[src/rtl/imm_ext_pkg.sv]
`default_nettype none
// ============================================================================
// Module      : imm_ext_pkg
// Description : Shared constants for the immediate-extension arbiter slice:
//               extension mode encodings, default widths, requester IDs.
// Revision    : 1.0 - initial release
// ============================================================================
package imm_ext_pkg;

    // Default widths for the immediate and the extended result
    localparam int IMM_W_DEF  = 16;
    localparam int DATA_W_DEF = 32;

    // Extension mode encodings
    localparam logic [1:0] EXT_SIGN   = 2'b00;
    localparam logic [1:0] EXT_ZERO   = 2'b01;
    localparam logic [1:0] EXT_UPPER  = 2'b10;
    localparam logic [1:0] EXT_BRANCH = 2'b11;

    // Requester identifiers as carried on out_id
    localparam logic REQ_ALU = 1'b0;
    localparam logic REQ_BR  = 1'b1;

endpackage
`default_nettype wire

[src/rtl/imm_ext_core.sv]
`default_nettype none
// ============================================================================
// Module      : imm_ext_core
// Description : Purely combinational mode-selected immediate extender.
//               Sign/zero extension, upper-load placement and branch-offset
//               (sign-extend then shift left by two).
// Revision    : 1.0 - initial release
// ============================================================================
module imm_ext_core
    import imm_ext_pkg::*;
#(
    parameter int IMM_W  = IMM_W_DEF,
    parameter int DATA_W = DATA_W_DEF
) (
    input  logic [IMM_W-1:0]  i_imm,
    input  logic [1:0]        i_mode,
    output logic [DATA_W-1:0] o_data
);

    logic [DATA_W-1:0] w_sext;

    // Sign-extended view is shared by the sign and branch modes
    assign w_sext = {{(DATA_W-IMM_W){i_imm[IMM_W-1]}}, i_imm};

    // Select the extension; branch mode drops the top two sign bits
    always_comb begin
        o_data = w_sext;
        case (i_mode)
            EXT_SIGN:  o_data = w_sext;
            EXT_ZERO:  o_data = {{(DATA_W-IMM_W){1'b0}}, i_imm};
            EXT_UPPER: o_data = {i_imm, {(DATA_W-IMM_W){1'b0}}};
            default:   o_data = {w_sext[DATA_W-3:0], 2'b00};
        endcase
    end

endmodule
`default_nettype wire

[src/rtl/imm_ext_arbiter.sv]
`default_nettype none
// ============================================================================
// Module      : imm_ext_arbiter
// Description : Round-robin arbiter sharing one immediate extender between
//               the decode/ALU path (req0) and the branch-offset path (req1).
//               Result is held in a single output register with valid/ready
//               backpressure; back-to-back transfers without bubbles.
// Revision    : 1.0 - initial release
// ============================================================================
module imm_ext_arbiter
    import imm_ext_pkg::*;
#(
    parameter int IMM_W   = IMM_W_DEF,
    parameter int DATA_W  = DATA_W_DEF,
    parameter int RR_INIT = 0
) (
    input  logic              clk,
    input  logic              reset_n,
    input  logic              req0_valid,
    output logic              req0_ready,
    input  logic [IMM_W-1:0]  req0_imm,
    input  logic [1:0]        req0_mode,
    input  logic              req1_valid,
    output logic              req1_ready,
    input  logic [IMM_W-1:0]  req1_imm,
    input  logic [1:0]        req1_mode,
    output logic              out_valid,
    input  logic              out_ready,
    output logic [DATA_W-1:0] out_data,
    output logic              out_id
);

    // Output register occupancy
    localparam logic [0:0] ST_EMPTY = 1'b0;
    localparam logic [0:0] ST_FULL  = 1'b1;

    // Requester that must win the first contention after reset
    localparam logic c_rr_first = (RR_INIT == 0) ? REQ_ALU : REQ_BR;

    logic [0:0]        r_state;
    logic [0:0]        w_state_nxt;
    logic [DATA_W-1:0] r_out_data;
    logic              r_out_id;
    logic              r_last;      // requester granted most recently

    logic              w_can_load;
    logic              w_sel;
    logic              w_grant;
    logic [IMM_W-1:0]  w_imm;
    logic [1:0]        w_mode;
    logic [DATA_W-1:0] w_ext;

    // Arbitration: lone requester wins; on contention the one not granted last wins
    always_comb begin
        w_can_load = (r_state == ST_EMPTY) | out_ready;
        w_sel      = REQ_ALU;
        if (req0_valid & req1_valid) begin
            w_sel = ~r_last;
        end else if (req1_valid) begin
            w_sel = REQ_BR;
        end
        w_grant = w_can_load & (req0_valid | req1_valid);
    end

    assign req0_ready = w_grant & (w_sel == REQ_ALU);
    assign req1_ready = w_grant & (w_sel == REQ_BR);

    // Single shared extender sits after the grant mux
    assign w_imm  = (w_sel == REQ_BR) ? req1_imm  : req0_imm;
    assign w_mode = (w_sel == REQ_BR) ? req1_mode : req0_mode;

    imm_ext_core #(
        .IMM_W  (IMM_W),
        .DATA_W (DATA_W)
    ) u_core (
        .i_imm  (w_imm),
        .i_mode (w_mode),
        .o_data (w_ext)
    );

    // Occupancy state register; reset discards any held result
    always_ff @(posedge clk or negedge reset_n) begin
        if (!reset_n) begin
            r_state <= ST_EMPTY;
        end else begin
            r_state <= w_state_nxt;
        end
    end

    // Next occupancy: a grant always fills, a drain without grant empties
    always_comb begin
        w_state_nxt = r_state;
        case (r_state)
            ST_EMPTY: begin
                if (w_grant) w_state_nxt = ST_FULL;
            end
            ST_FULL: begin
                if (w_grant)        w_state_nxt = ST_FULL;
                else if (out_ready) w_state_nxt = ST_EMPTY;
            end
            default: w_state_nxt = ST_EMPTY;
        endcase
    end

    // Result, source ID and round-robin pointer load only on an actual grant
    always_ff @(posedge clk or negedge reset_n) begin
        if (!reset_n) begin
            r_out_data <= '0;
            r_out_id   <= REQ_ALU;
            r_last     <= ~c_rr_first;
        end else if (w_grant) begin
            r_out_data <= w_ext;
            r_out_id   <= w_sel;
            r_last     <= w_sel;
        end
    end

    assign out_valid = (r_state == ST_FULL);
    assign out_data  = r_out_data;
    assign out_id    = r_out_id;

endmodule
`default_nettype wire

[config.mk]
export PLATFORM = sky130hd
export DESIGN_NAME = imm_ext_arbiter
export DESIGN_NICKNAME = d
export VERILOG_FILES = /design/src/rtl/imm_ext_pkg.sv /design/src/rtl/imm_ext_core.sv /design/src/rtl/imm_ext_arbiter.sv
export SDC_FILE = /design/constraint.sdc
export NUM_CORES = 1
export LEC_CHECK = 0
export ABC_CLOCK_PERIOD_IN_PS = 2400
export CAP_MARGIN = 20
export CORE_MARGIN = 2
export CORE_UTILIZATION = 43
export DETAILED_ROUTE_END_ITERATION = 8
export PLACE_DENSITY = 0.73
export SYNTH_ARGS = -nofsm -noshare
export SYNTH_HDL_FRONTEND = slang
export SYNTH_HIERARCHICAL = 1
export SYNTH_SLANG_ARGS = --single-unit
[constraint.sdc]
create_clock -name clk -period 2.4 [get_ports clk]
set_input_delay 0.36 -clock clk [delete_from_list [all_inputs] [get_ports clk]]
set_output_delay 0.36 -clock clk [all_outputs]
set_load 0.1 [all_outputs]
# After elaboration in Yosys (flattened, before gate mapping)
# Index checks and enable logic that the tools add are counted.
dict set report totals {
  ram_bits 0
  romBits 0
  input_bits 41
  output_inout_bits 36
  reg_bits 35
  memories 0
  wordCells 25
  latchBits 0
}
dict set report classes {
  bitwise_logic 9
  reduce_logical 1
  muxes 9
  multipliers 0
  eq_ne 2
  shifts 0
  n_div 0
  order_cmp 0
  addsub 0
}
# operator n
set ops {}
lappend ops {{one-hot mux 32 bit (3 select lines)} 1}
lappend ops {{2-to-1 mux 16 bit} 1}
lappend ops {{2-to-1 mux 1 bit} 5}
lappend ops {{AND 1 bit} 4}
lappend ops {{NOT 1 bit} 3}
lappend ops {{== test 2 x 1 -> 1 bit (second input constant)} 1}
lappend ops {{== test 2 bit (second input constant)} 1}
lappend ops {{zero test 2 bit} 1}
lappend ops {{2-to-1 mux 2 bit} 1}
lappend ops {{OR 1 bit} 2}
lappend ops {{one-hot mux 1 bit (2 select lines)} 1}

# Logic depth before layout (Yosys ltp)
# Gate-level depths: netlist of the first run.
dict set report depth {
  word_depth 5
  depth_mapped 9
  mapped_depth_nobuf 5
}

# Hierarchy
# The synthesis of the first run kept the hierarchy.
# module cells_per_inst seq_area_each_um2 n_inst area_each_um2
set by_module_without_submodules {}
lappend by_module_without_submodules {imm_ext_arbiter 105 877.1 1 1791.7}
lappend by_module_without_submodules {imm_ext_core 59 0.0 1 510.5}

# Worst setup path before layout of the first run
# OpenSTA, ideal clock, no wires.
dict set report synth_path {
  path_type {reg2out}
  startpoint {register r_state, in the netlist out_valid}
  endpoint {output req0_ready}
  required_ns 2.040
  stages_incl_launch_ff 5
  path_buffers 1
  slack_ns -0.539
  arrival_ns 2.579
  cell_sequence {dfrtp_1 nand2b_4 buf_6 nand2_1 a21oi_1}
}
dict set report synth_between {
  elab_chain_len 4
}
# element line_no
set synth_lines {}
lappend synth_lines {{start: declaration} imm_ext_arbiter.sv:40} ;# logic [0:0] r_state;
lappend synth_lines {{start signal: assignment} imm_ext_arbiter.sv:86} ;# r_state <= w_state_nxt;
lappend synth_lines {{NOT 1 bit} n/a}
lappend synth_lines {{OR 1 bit} imm_ext_arbiter.sv:55} ;# w_can_load = (r_state == ST_EMPTY) | out_ready;
lappend synth_lines {{AND 1 bit} imm_ext_arbiter.sv:62} ;# w_grant = w_can_load & (req0_valid | req1_valid);
lappend synth_lines {{AND 1 bit} imm_ext_arbiter.sv:65} ;# assign req0_ready = w_grant & (w_sel == REQ_ALU);
lappend synth_lines {{end: declaration} imm_ext_arbiter.sv:20} ;# output logic req0_ready,
# Every way passes these cells.

# Worst setup path in the final report of the first run
dict set report layout_path {
  startpoint {input req1_valid}
  endpoint {register r_out_data[26], in the netlist out_data[26]}
}
dict set report layout_between {
  elab_chain_len 5
  word_cells_on_any_way 11
  classes_between {eq/ne (2); mux (5); bitwise (3); reduce/logical (1)}
}
# element line_no
set layout_lines {}
lappend layout_lines {{start: declaration} imm_ext_arbiter.sv:23} ;# input logic req1_valid,
lappend layout_lines {{2-to-1 mux 1 bit / AND 1 bit (equally long branches)} {imm_ext_arbiter.sv:59, imm_ext_arbiter.sv:57}}
lappend layout_lines {{2-to-1 mux 1 bit (*)} imm_ext_arbiter.sv:57} ;# if (req0_valid & req1_valid) begin
lappend layout_lines {{2-to-1 mux 2 bit (*)} imm_ext_arbiter.sv:70} ;# assign w_mode = (w_sel == REQ_BR) ? req1_mode : req0_mode;
lappend layout_lines {{named net w_mode[1]} imm_ext_arbiter.sv:50} ;# logic [1:0] w_mode;
lappend layout_lines {{== test 2 bit, or another cell as far along} imm_ext_core.sv:28} ;# case (i_mode)
lappend layout_lines {{one-hot mux 32 bit (3 select lines) (*)} imm_ext_core.sv:28}
lappend layout_lines {{named net w_ext[26]} imm_ext_arbiter.sv:51} ;# logic [DATA_W-1:0] w_ext;
lappend layout_lines {{end signal: assignment} imm_ext_arbiter.sv:112} ;# r_out_data <= w_ext;
lappend layout_lines {{end: declaration} imm_ext_arbiter.sv:42} ;# logic [DATA_W-1:0] r_out_data;
# Mark *: on every way through the listed nets, which the timed path passes. The rest lies on a longest branch.
# A chain may end at the register's enable or synchronous reset.

==> results of run 1 <==
where the power goes:
group | switching [uW] | total [uW] | leakage, uW | internal [uW]
sequential | 85.8 | 811 | 0.000431 | 725
clock | 212 | 411 | 0.0000477 | 198
combinational | 1270 | 1840 | 0.00102 | 568
total | 1570 | 3060 | 0.00150 | 1490
worst max-delay path, cell delays in order:
cell,delay [ns]
clkdlybuf4s50_1,0.49
a21boi_2,0.32
mux2_2,0.44
nor3b_4,0.45
o21bai_1,0.20
mux2_4,0.17
final cells by class:
cell class	instances	share of cell area, %
Clock buffer	5	2.20
Multi-Input combinational cell	112	39.8
Sequential cell	35	28.0
Inverter	2	0.240
Tap cell	70	2.80
Clock inverter	3	0.479
Timing Repair Buffer	89	26.5
final timing paths:
path,from,endpoint,cells past startpoint
max in group asynchronous,reset_n,r_last$_DFFE_PN1P_,2
worst min register to register,out_data[17]$_DFFE_PN0P_,out_data[17]$_DFFE_PN0P_,1
worst max-delay path,req1_valid,out_data[26]$_DFFE_PN0P_,6
worst max register to register,r_last$_DFFE_PN1P_,out_data[26]$_DFFE_PN0P_,5
worst min-delay path,reset_n,out_data[1]$_DFFE_PN0P_,2
min in group clk,out_data[17]$_DFFE_PN0P_,out_data[17]$_DFFE_PN0P_,1
metrics by stage:
stage	std cells	setup TNS (ns)	power [uW]	util, %	setup slack, ns
2_1_floorplan	164	0	2260	-	0.0831
3_3_place_gp	308	-0.441	2650	59.3	-0.0579
3_5_place_dp	308	-1.32	2660	59.3	-0.110
4_1_cts	316	0	3080	60.9	0.180
5_1_grt	316	0	3180	60.9	0.0571
6_report	316	0	3060	60.9	0.205
kinds of logic after synthesis:
family                 count (synthesis)  synth area share [%]
multiplexers                          65                  37.3
AO/OA/AOI/OAI                         36                  13.0
flip-flops                            35                  38.1
buffers and inverters                 17                  7.99
AND/OR/NAND/NOR                       11                  3.53
state kept, by name (all words and copies together) (netlist names):
name / count
out_id: 1
out_data: 32
out_valid: 1
r_last: 1
layer usage:
| metal | GRT usage, % | part of all wire (%) | wire (um) | vias to the layer above |
|---|---|---|---|---|
| li1 | - | - | - | 766 |
| met4 | 6.96 | 2.0 | 106 | 0 |
| met3 | 4.71 | 4.6 | 240 | 11 |
| met2 | 28.6 | 47 | 2430 | 43 |
| met5 | 0 | 0 | 0 | - |
| met1 | 25.3 | 47 | 2440 | 759 |
placed cells by master (no fill, tap or decap), drive strengths merged:
cell type / synthesis / final
a21boi: 4 / 4
a21oi: 1 / 1
a22o: 14 / 14
and2: 2 / 2
buf: 13 / 49
clkbuf: 2 / 5
clkdlybuf4s50: 0 / 40
clkinv: 0 / 3
dfrtp: 34 / 34
dfstp: 1 / 1
inv: 2 / 2
mux2: 50 / 50
mux2i: 15 / 15
nand2: 3 / 3
nand2b: 1 / 1
nand3: 1 / 1
nor2: 1 / 1
nor2b: 2 / 2
nor3b: 1 / 1
o21a: 1 / 1
o21bai: 15 / 15
o221a: 1 / 1
==> results.cfg, run 1 <==
[timing]
drv_slew = 0
fin_crit_sh_pct = 91.5
rsz0062_at_grt = false
relSlewSlack_pct = 68.9
fin_crit_ns = 2.20
max_freq_mhz = 456
hold_violations = 0
whs_ns = 0.487
worst_pin_slew_ns = 0.466
setup_viol = 0
fin_skew_ns = 0.00893

[grt]
grt_pass1_vias = 1629
grtUsageTotal_pct = 18.6
grt_pass1_wl_um = 8700
grt_max_degree = 36
antenna_found_initial = 0
grt_overflow = 0

[synthesis]
synthCells = 164
yosysTopAreaCell = dfrtp_1
avgSynthCellArea_um2 = 14.0
ys_seq_area_share_pct = 38.1
synth_top_area_share_pct = 37.0
syn_nets = 205
synth-seq-cells = 35
synth_area_leaders = dfrtp_1 (37%), mux2_4 (25%), mux2i_1 (6.5%), mux2_2 (5.4%), a22o_1 (5.3%)
synthFlopType = dfrtp_1
ys_async_sr_fraction_pct = 100
synth-edff-count = 0
netlist_area_mm2 = 0.00230
yosys-top-cells-count = mux2_4 (39), dfrtp_1 (34), mux2i_1 (15), o21bai_1 (15), a22o_1 (14)
ys_warn_count = 6
synth.most_common_cell = mux2_4
synth_cell_types = 29

[clock_network]
clockBufferDepth = 2
clk_pin_slew_ns = 0.07
cts.sinks = 35
cts_tree = built
cts_setup_buffers = 0
cts_buffers = 5
clock-root-buffer = clkbuf_8
cts-htree-levels = 2
hold_buffers = 0
clock_latency_ns = 0.29
ctsResizeCount = 0

[drt]
route.vias.total = 1579
firstDrtPassIters = 4
via_per_inst = 5.00
ant_nets = 0
drt_iter0_drc = 83
finalWirelength_um = 5210
remaining_drc_errors = 0
wl_per_cell_um = 16.5

[power]
p_per_area_mw_per_mm2 = 976
p_leak_uw = 0.00150
peakVddDrop_v = 0.000662

[final_layout]
n_antenna_cell = 0
fin_area_mm2 = 0.00313
fillCellCount = 442
nNetsFinal = 286
multi_input_area_mm2 = 0.00124
regArea_um2 = 877
area_growth_syn_to_layout_pct = 36.0
drive_gt1_share_pct = 47.6

[die]
die_x_um = 77.2
start_util_pct = 44.8
num_rows = 26
io_pins = 77
core_mm2 = 0.00514
fp.dieH_um = 77.2
dieArea_mm2 = 0.00596

[placed_design]
io_buffers = 76
place_hpwl_um = 3970
placed_cell_area_mm2 = 0.00305
place_congestion = 0.762

[outcome]
status = finished, final reports clean

[worst_setup_path]
r2r_slack_ns = 0.41
crit_type = primary input to register
cp-start-kind = primary input
crit_arrival_ns = 2.43
worstSetupEndpointType = register
crit_fanout = 15
required_ns = 2.63

[hold_path]
hold_path.class = primary input to asynchronous set/reset pin

[flow_run]
maxCapViolCount = 0
Note: power is estimated with default switching activity, not from simulation.
==> inputs of run 2 (changes only) <==
--- a/config.mk
+++ b/config.mk
@@ -7,7 +7,6 @@
 export LEC_CHECK = 0
 export ABC_CLOCK_PERIOD_IN_PS = 2400
 export CAP_MARGIN = 20
-export CORE_MARGIN = 2
 export CORE_UTILIZATION = 43
 export DETAILED_ROUTE_END_ITERATION = 8
 export PLACE_DENSITY = 0.73
==> run 2 against run 1 <==
  * Die area is 5.1% lower
  * Routed wire length is 1.7% lower
  * Via count hardly changed
  * Clock-buffer cell count is 3 higher
  * Clock skew is 0.0043 ns lower
  * Maximum frequency is 1.2% higher
  * Register-to-register slack worse by 0.06 ns
  * Non-clock buffer count is 4 higher
  * Critical endpoint is now out_data[28]$_DFFE_PN0P_
  * Largest cell class unchanged
  * Largest power group unchanged
  * Highest routed layer unchanged
==> results.cfg, run 2 (synthesized netlist as in run 1, its figures left out) <==
[worst_setup_path]
crit_type = primary input to register
slowest_stage = nor3b_4
cp_num_buf_inv = 2
crit_fanout = 15
required_ns = 2.63
worstSetupEndpointType = register
rr_worst_depth = 6
cp-start-kind = primary input
critPathTopFamily = buffers and inverters
worstPathCellList = clkdlybuf4s50_1 > a21boi_2 > buf_4 > mux2_2 > nor3b_4 > o21bai_1 > mux2_4
crit_arrival_ns = 2.40
cp_num_cells = 7
cpPeakStageDelay_ns = 0.48

[grt]
antenna_found_initial = 0
grt_max_degree = 36
grt_pass1_wl_um = 7870
busiest_layer = met2
grtUsageTotal_pct = 19.1
grtUsageMet2_pct = 28.6
use_met3_pct = 4.28
grt_util_met1_pct = 26.6
grt_overflow = 0
grt_pass1_vias = 1566

[drt]
route.vias.total = 1578
ant_nets = 0
remaining_drc_errors = 0
via_per_inst = 4.93
firstDrtPassIters = 4
wl_per_cell_um = 16.0
finalWirelength_um = 5120
drt_iter0_drc = 64

[die]
fp.dieH_um = 75.2
start_util_pct = 44.8
io_pins = 77
core_mm2 = 0.00514
num_rows = 26
dieArea_mm2 = 0.00565
die_x_um = 75.2

[timing]
setup_tns_ns = 0
worst_pin_slew_ns = 0.501
rsz0062_at_grt = false
relSlewSlack_pct = 66.5
fin_skew_ns = 0.00467
whs_ns = 0.486
setup_viol = 0
fin_crit_sh_pct = 90.3
max_freq_mhz = 461
fin_crit_ns = 2.17
drv_slew = 0
hold_violations = 0

[flow_run]
maxCapViolCount = 0

[final_layout]
final_common_cell = buf_4
final_cell_mix = buf_4 (48), clkdlybuf4s50_1 (40), mux2_4 (39)
drive_gt1_share_pct = 48.0
nNetsFinal = 290
largest_reg_flops = 32
area_growth_syn_to_layout_pct = 38.0
layoutNonFillerInstCount = 320
n_antenna_cell = 0

[placed_design]
dp.cells = 312
place_hpwl_um = 3960
place_congestion = 0.791
io_buffers = 76

[clock_network]
cts_setup_buffers = 0
cts.sinks = 35
clockBufferDepth = 2
cts_tree = built
cts-htree-levels = 2
ctsResizeCount = 0
clk_pin_slew_ns = 0.07
cts_buffers = 5
clock_latency_ns = 0.28
clock-root-buffer = clkbuf_8
hold_buffers = 0

[power]
peakVddDrop_v = 0.000658
p_per_area_mw_per_mm2 = 980
p_leak_uw = 0.00152
power.total_uw = 3110

[outcome]
status = finished, final reports clean

[hold_path]
hold_path.class = primary input to asynchronous set/reset pin
-- run 2: area by class of cell --
cell class	count	area, um^2
clock buffer	8	100
fill	435	1960
inverter	2	7.51
multi-input combinational	112	1240
sequential	35	877
tap	70	87.6
timing repair buffer	93	861
-- run 2: report_power, final --
part,switching (uW),internal [uW]
logic,1270,575
clock network,196,262
registers,82.4,726
-- run 2: path summary, 6_finish.rpt --
path | startpoint | slack (ns) | endpoint
worst max-delay path | req1_valid | 0.23 | out_data[28]$_DFFE_PN0P_
max in group asynchronous | reset_n | 1.57 | r_last$_DFFE_PN1P_
worst max register to register | r_last$_DFFE_PN1P_ | 0.35 | out_data[28]$_DFFE_PN0P_
worst min register to register | out_data[16]$_DFFE_PN0P_ | 0.51 | out_data[16]$_DFFE_PN0P_
min in group clk | out_data[16]$_DFFE_PN0P_ | 0.51 | out_data[16]$_DFFE_PN0P_
worst min-delay path | reset_n | 0.49 | out_data[28]$_DFFE_PN0P_
-- run 2: layer usage --
layer	vias up	routed length, um
li1	769	-
met1	750	2480
met2	46	2290
met3	13	227
met4	0	122
met5	-	0
-- run 2: through the flow --
step | worst slack (ns) | area, um^2 | util (%)
final | 0.232 | 3180 | 61.8
after global routing | 0.122 | 3180 | 61.8
after CTS | 0.241 | 3180 | 61.8
after detailed placement | -0.0606 | 3080 | 59.9
after global placement | -0.0668 | 3080 | 59.9
after floorplan | 0.0831 | 2310 | -
==> inputs of run 3 (changes only) <==
--- a/config.mk
+++ b/config.mk
@@ -5,10 +5,11 @@
 export SDC_FILE = /design/constraint.sdc
 export NUM_CORES = 1
 export LEC_CHECK = 0
-export ABC_CLOCK_PERIOD_IN_PS = 2400
+export ABC_CLOCK_PERIOD_IN_PS = 2750
 export CAP_MARGIN = 20
 export CORE_UTILIZATION = 43
 export DETAILED_ROUTE_END_ITERATION = 8
+export GPL_TIMING_DRIVEN = 0
 export PLACE_DENSITY = 0.73
 export SYNTH_ARGS = -nofsm -noshare
 export SYNTH_HDL_FRONTEND = slang
==> constraint.sdc (replaced) <==
create_clock -name clk -period 2.75 [get_ports clk]
set_input_delay 0.4125 -clock clk [delete_from_list [all_inputs] [get_ports clk]]
set_output_delay 0.4125 -clock clk [all_outputs]
set_load 0.1 [all_outputs]
==> run 3 against run 2 <==
  * Core utilization up 1.7 points
  * Die area did not move
  * Final area is 2.8% higher
  * Hold slack got worse by 0.29 ns
  * Clock power rose by 4.6%
  * Clock-buffer cell count shrank 2
  * Non-clock buffer count down 2
  * Critical path depth shrank 1
  * Sequential power is 13% lower
  * Combinational power down 11%
  * Critical path type is now primary input to primary output
  * Largest power group unchanged
==> results.cfg, run 3 (synthesized netlist as in run 1, its figures left out) <==
[clock_network]
clock-root-buffer = clkbuf_8
cts-htree-levels = 2
hold_buffers = 0
cts_setup_buffers = 0
cts_buffers = 5
cts.sinks = 35
clk_pin_slew_ns = 0.07
clockBufferDepth = 2
cts_tree = built
clock_latency_ns = 0.29
ctsResizeCount = 4

[final_layout]
area_growth_syn_to_layout_pct = 41.8
largest_reg_flops = 32
final_common_cell = clkdlybuf4s50_1
final_cell_mix = clkdlybuf4s50_1 (73), mux2_4 (39), dfrtp_1 (34)
n_antenna_cell = 0
nNetsFinal = 288
drive_gt1_share_pct = 33.9

[timing]
setup_viol = 0
drv_slew = 0
whs_ns = 0.194
fin_skew_ns = 0.00581
rsz0062_at_grt = false
fin_crit_sh_pct = 96.3
setup_tns_ns = 0
max_freq_mhz = 378
hold_violations = 0
relSlewSlack_pct = 33.8
fin_crit_ns = 2.65
worst_pin_slew_ns = 0.990

[power]
p_per_area_mw_per_mm2 = 868
peakVddDrop_v = 0.000555
power.total_uw = 2830
p_leak_uw = 0.00148

[grt]
grt_max_degree = 36
grt_overflow = 0
antenna_found_initial = 0
grtUsageTotal_pct = 19.8
grt_pass1_wl_um = 8170
grt_pass1_vias = 1525

[worst_setup_path]
crit_type = primary input to primary output
critPathLaunch = req1_valid
worstSetupEndpointType = primary output
endpoint = req1_ready
r2r_slack_ns = 0.47
crit_fanout = 10
r2r-start = r_last$_DFFE_PN1P_
crit_arrival_ns = 2.24
rr_worst_depth = 9
cp-start-kind = primary input
r2r-end = out_data[15]$_DFFE_PN0P_
required_ns = 2.34

[drt]
drt_iter0_drc = 56
firstDrtPassIters = 4
wl_per_cell_um = 16.3
ant_nets = 0
route.vias.total = 1548
remaining_drc_errors = 0
via_per_inst = 4.87
finalWirelength_um = 5180

[die]
fp.dieH_um = 75.2
die_x_um = 75.2
start_util_pct = 44.8
dieArea_mm2 = 0.00565
core_mm2 = 0.00514
num_rows = 26
io_pins = 77

[outcome]
status = finished, final reports clean

[placed_design]
place_congestion = 0.731
io_buffers = 76
place_hpwl_um = 3990

[hold_path]
hold_path.class = primary input to asynchronous set/reset pin

[flow_run]
maxCapViolCount = 0
-- run 3: cell count changes in the layout (fill, tap and decap cells not counted), sizes merged --
| cell | previous run | this run |
|---|---|---|
| clkdlybuf4s18 | 0 | 1 |
| clkinv | 0 | 1 |
| clkdlybuf4s50 | 40 | 73 |
| dlygate4sd2 | 0 | 1 |
| buf | 53 | 14 |
| bufinv | 0 | 1 |
-- run 3: power by group --
| group | switching, uW | leakage (uW) | internal, uW |
|---|---|---|---|
| Clock | 186 | 0.0000612 | 293 |
| Combinational | 1120 | 0.000985 | 537 |
| Sequential | 68.8 | 0.000431 | 633 |
-- run 3: area by class of cell --
type                       count  area [um^2]
timing repair buffer          76          754
sequential                    35          877
buffer                        15          176
inverter                       2         7.51
clock buffer                   6         82.6
multi-input combinational    112         1240
tap                           70         87.6
fill                         445         1870
clock inverter                 2         35.0
-- run 3: how the worst min path moves through the flow --
stage                                   startpoint                        to  cells after the start
after global placement    out_data[17]$_DFFE_PN0P_  out_data[17]$_DFFE_PN0P_                      1
final                                      reset_n  out_data[10]$_DFFE_PN0P_                      1
after global routing                       reset_n  out_data[12]$_DFFE_PN0P_                      1
after floorplan                            reset_n   out_data[0]$_DFFE_PN0P_                      0
after CTS                                  reset_n   out_data[9]$_DFFE_PN0P_                      1
after detailed placement  out_data[22]$_DFFE_PN0P_  out_data[22]$_DFFE_PN0P_                      1
-- run 3: critical path, stage by stage --
cell,delay [ns]
clkdlybuf4s50_1,0.60
a21boi_2,0.21
buf_6,0.18
buf_12,0.16
and2_2,0.14
clkdlybuf4s18_2,0.53
-- run 3: metrics by stage --
step	instances	worst slack [ns]	area, um^2	util [%]
after global placement	310	-0.512	3150	61.4
final	318	0.102	3270	63.5
after CTS	318	0.0774	3270	63.6
after floorplan	164	0.381	2310	-
after global routing	318	0.0138	3270	63.5
after detailed placement	310	-0.490	3150	61.3
-- run 3: metal layers --
metal | GRT usage (%) | up-vias | share of wire (%)
li1 | - | 766 | -
met1 | 27.6 | 738 | 50
met2 | 30.3 | 37 | 45
met3 | 5.22 | 7 | 4.2
met4 | 5.56 | 0 | 1.1
met5 | 0 | - | 0
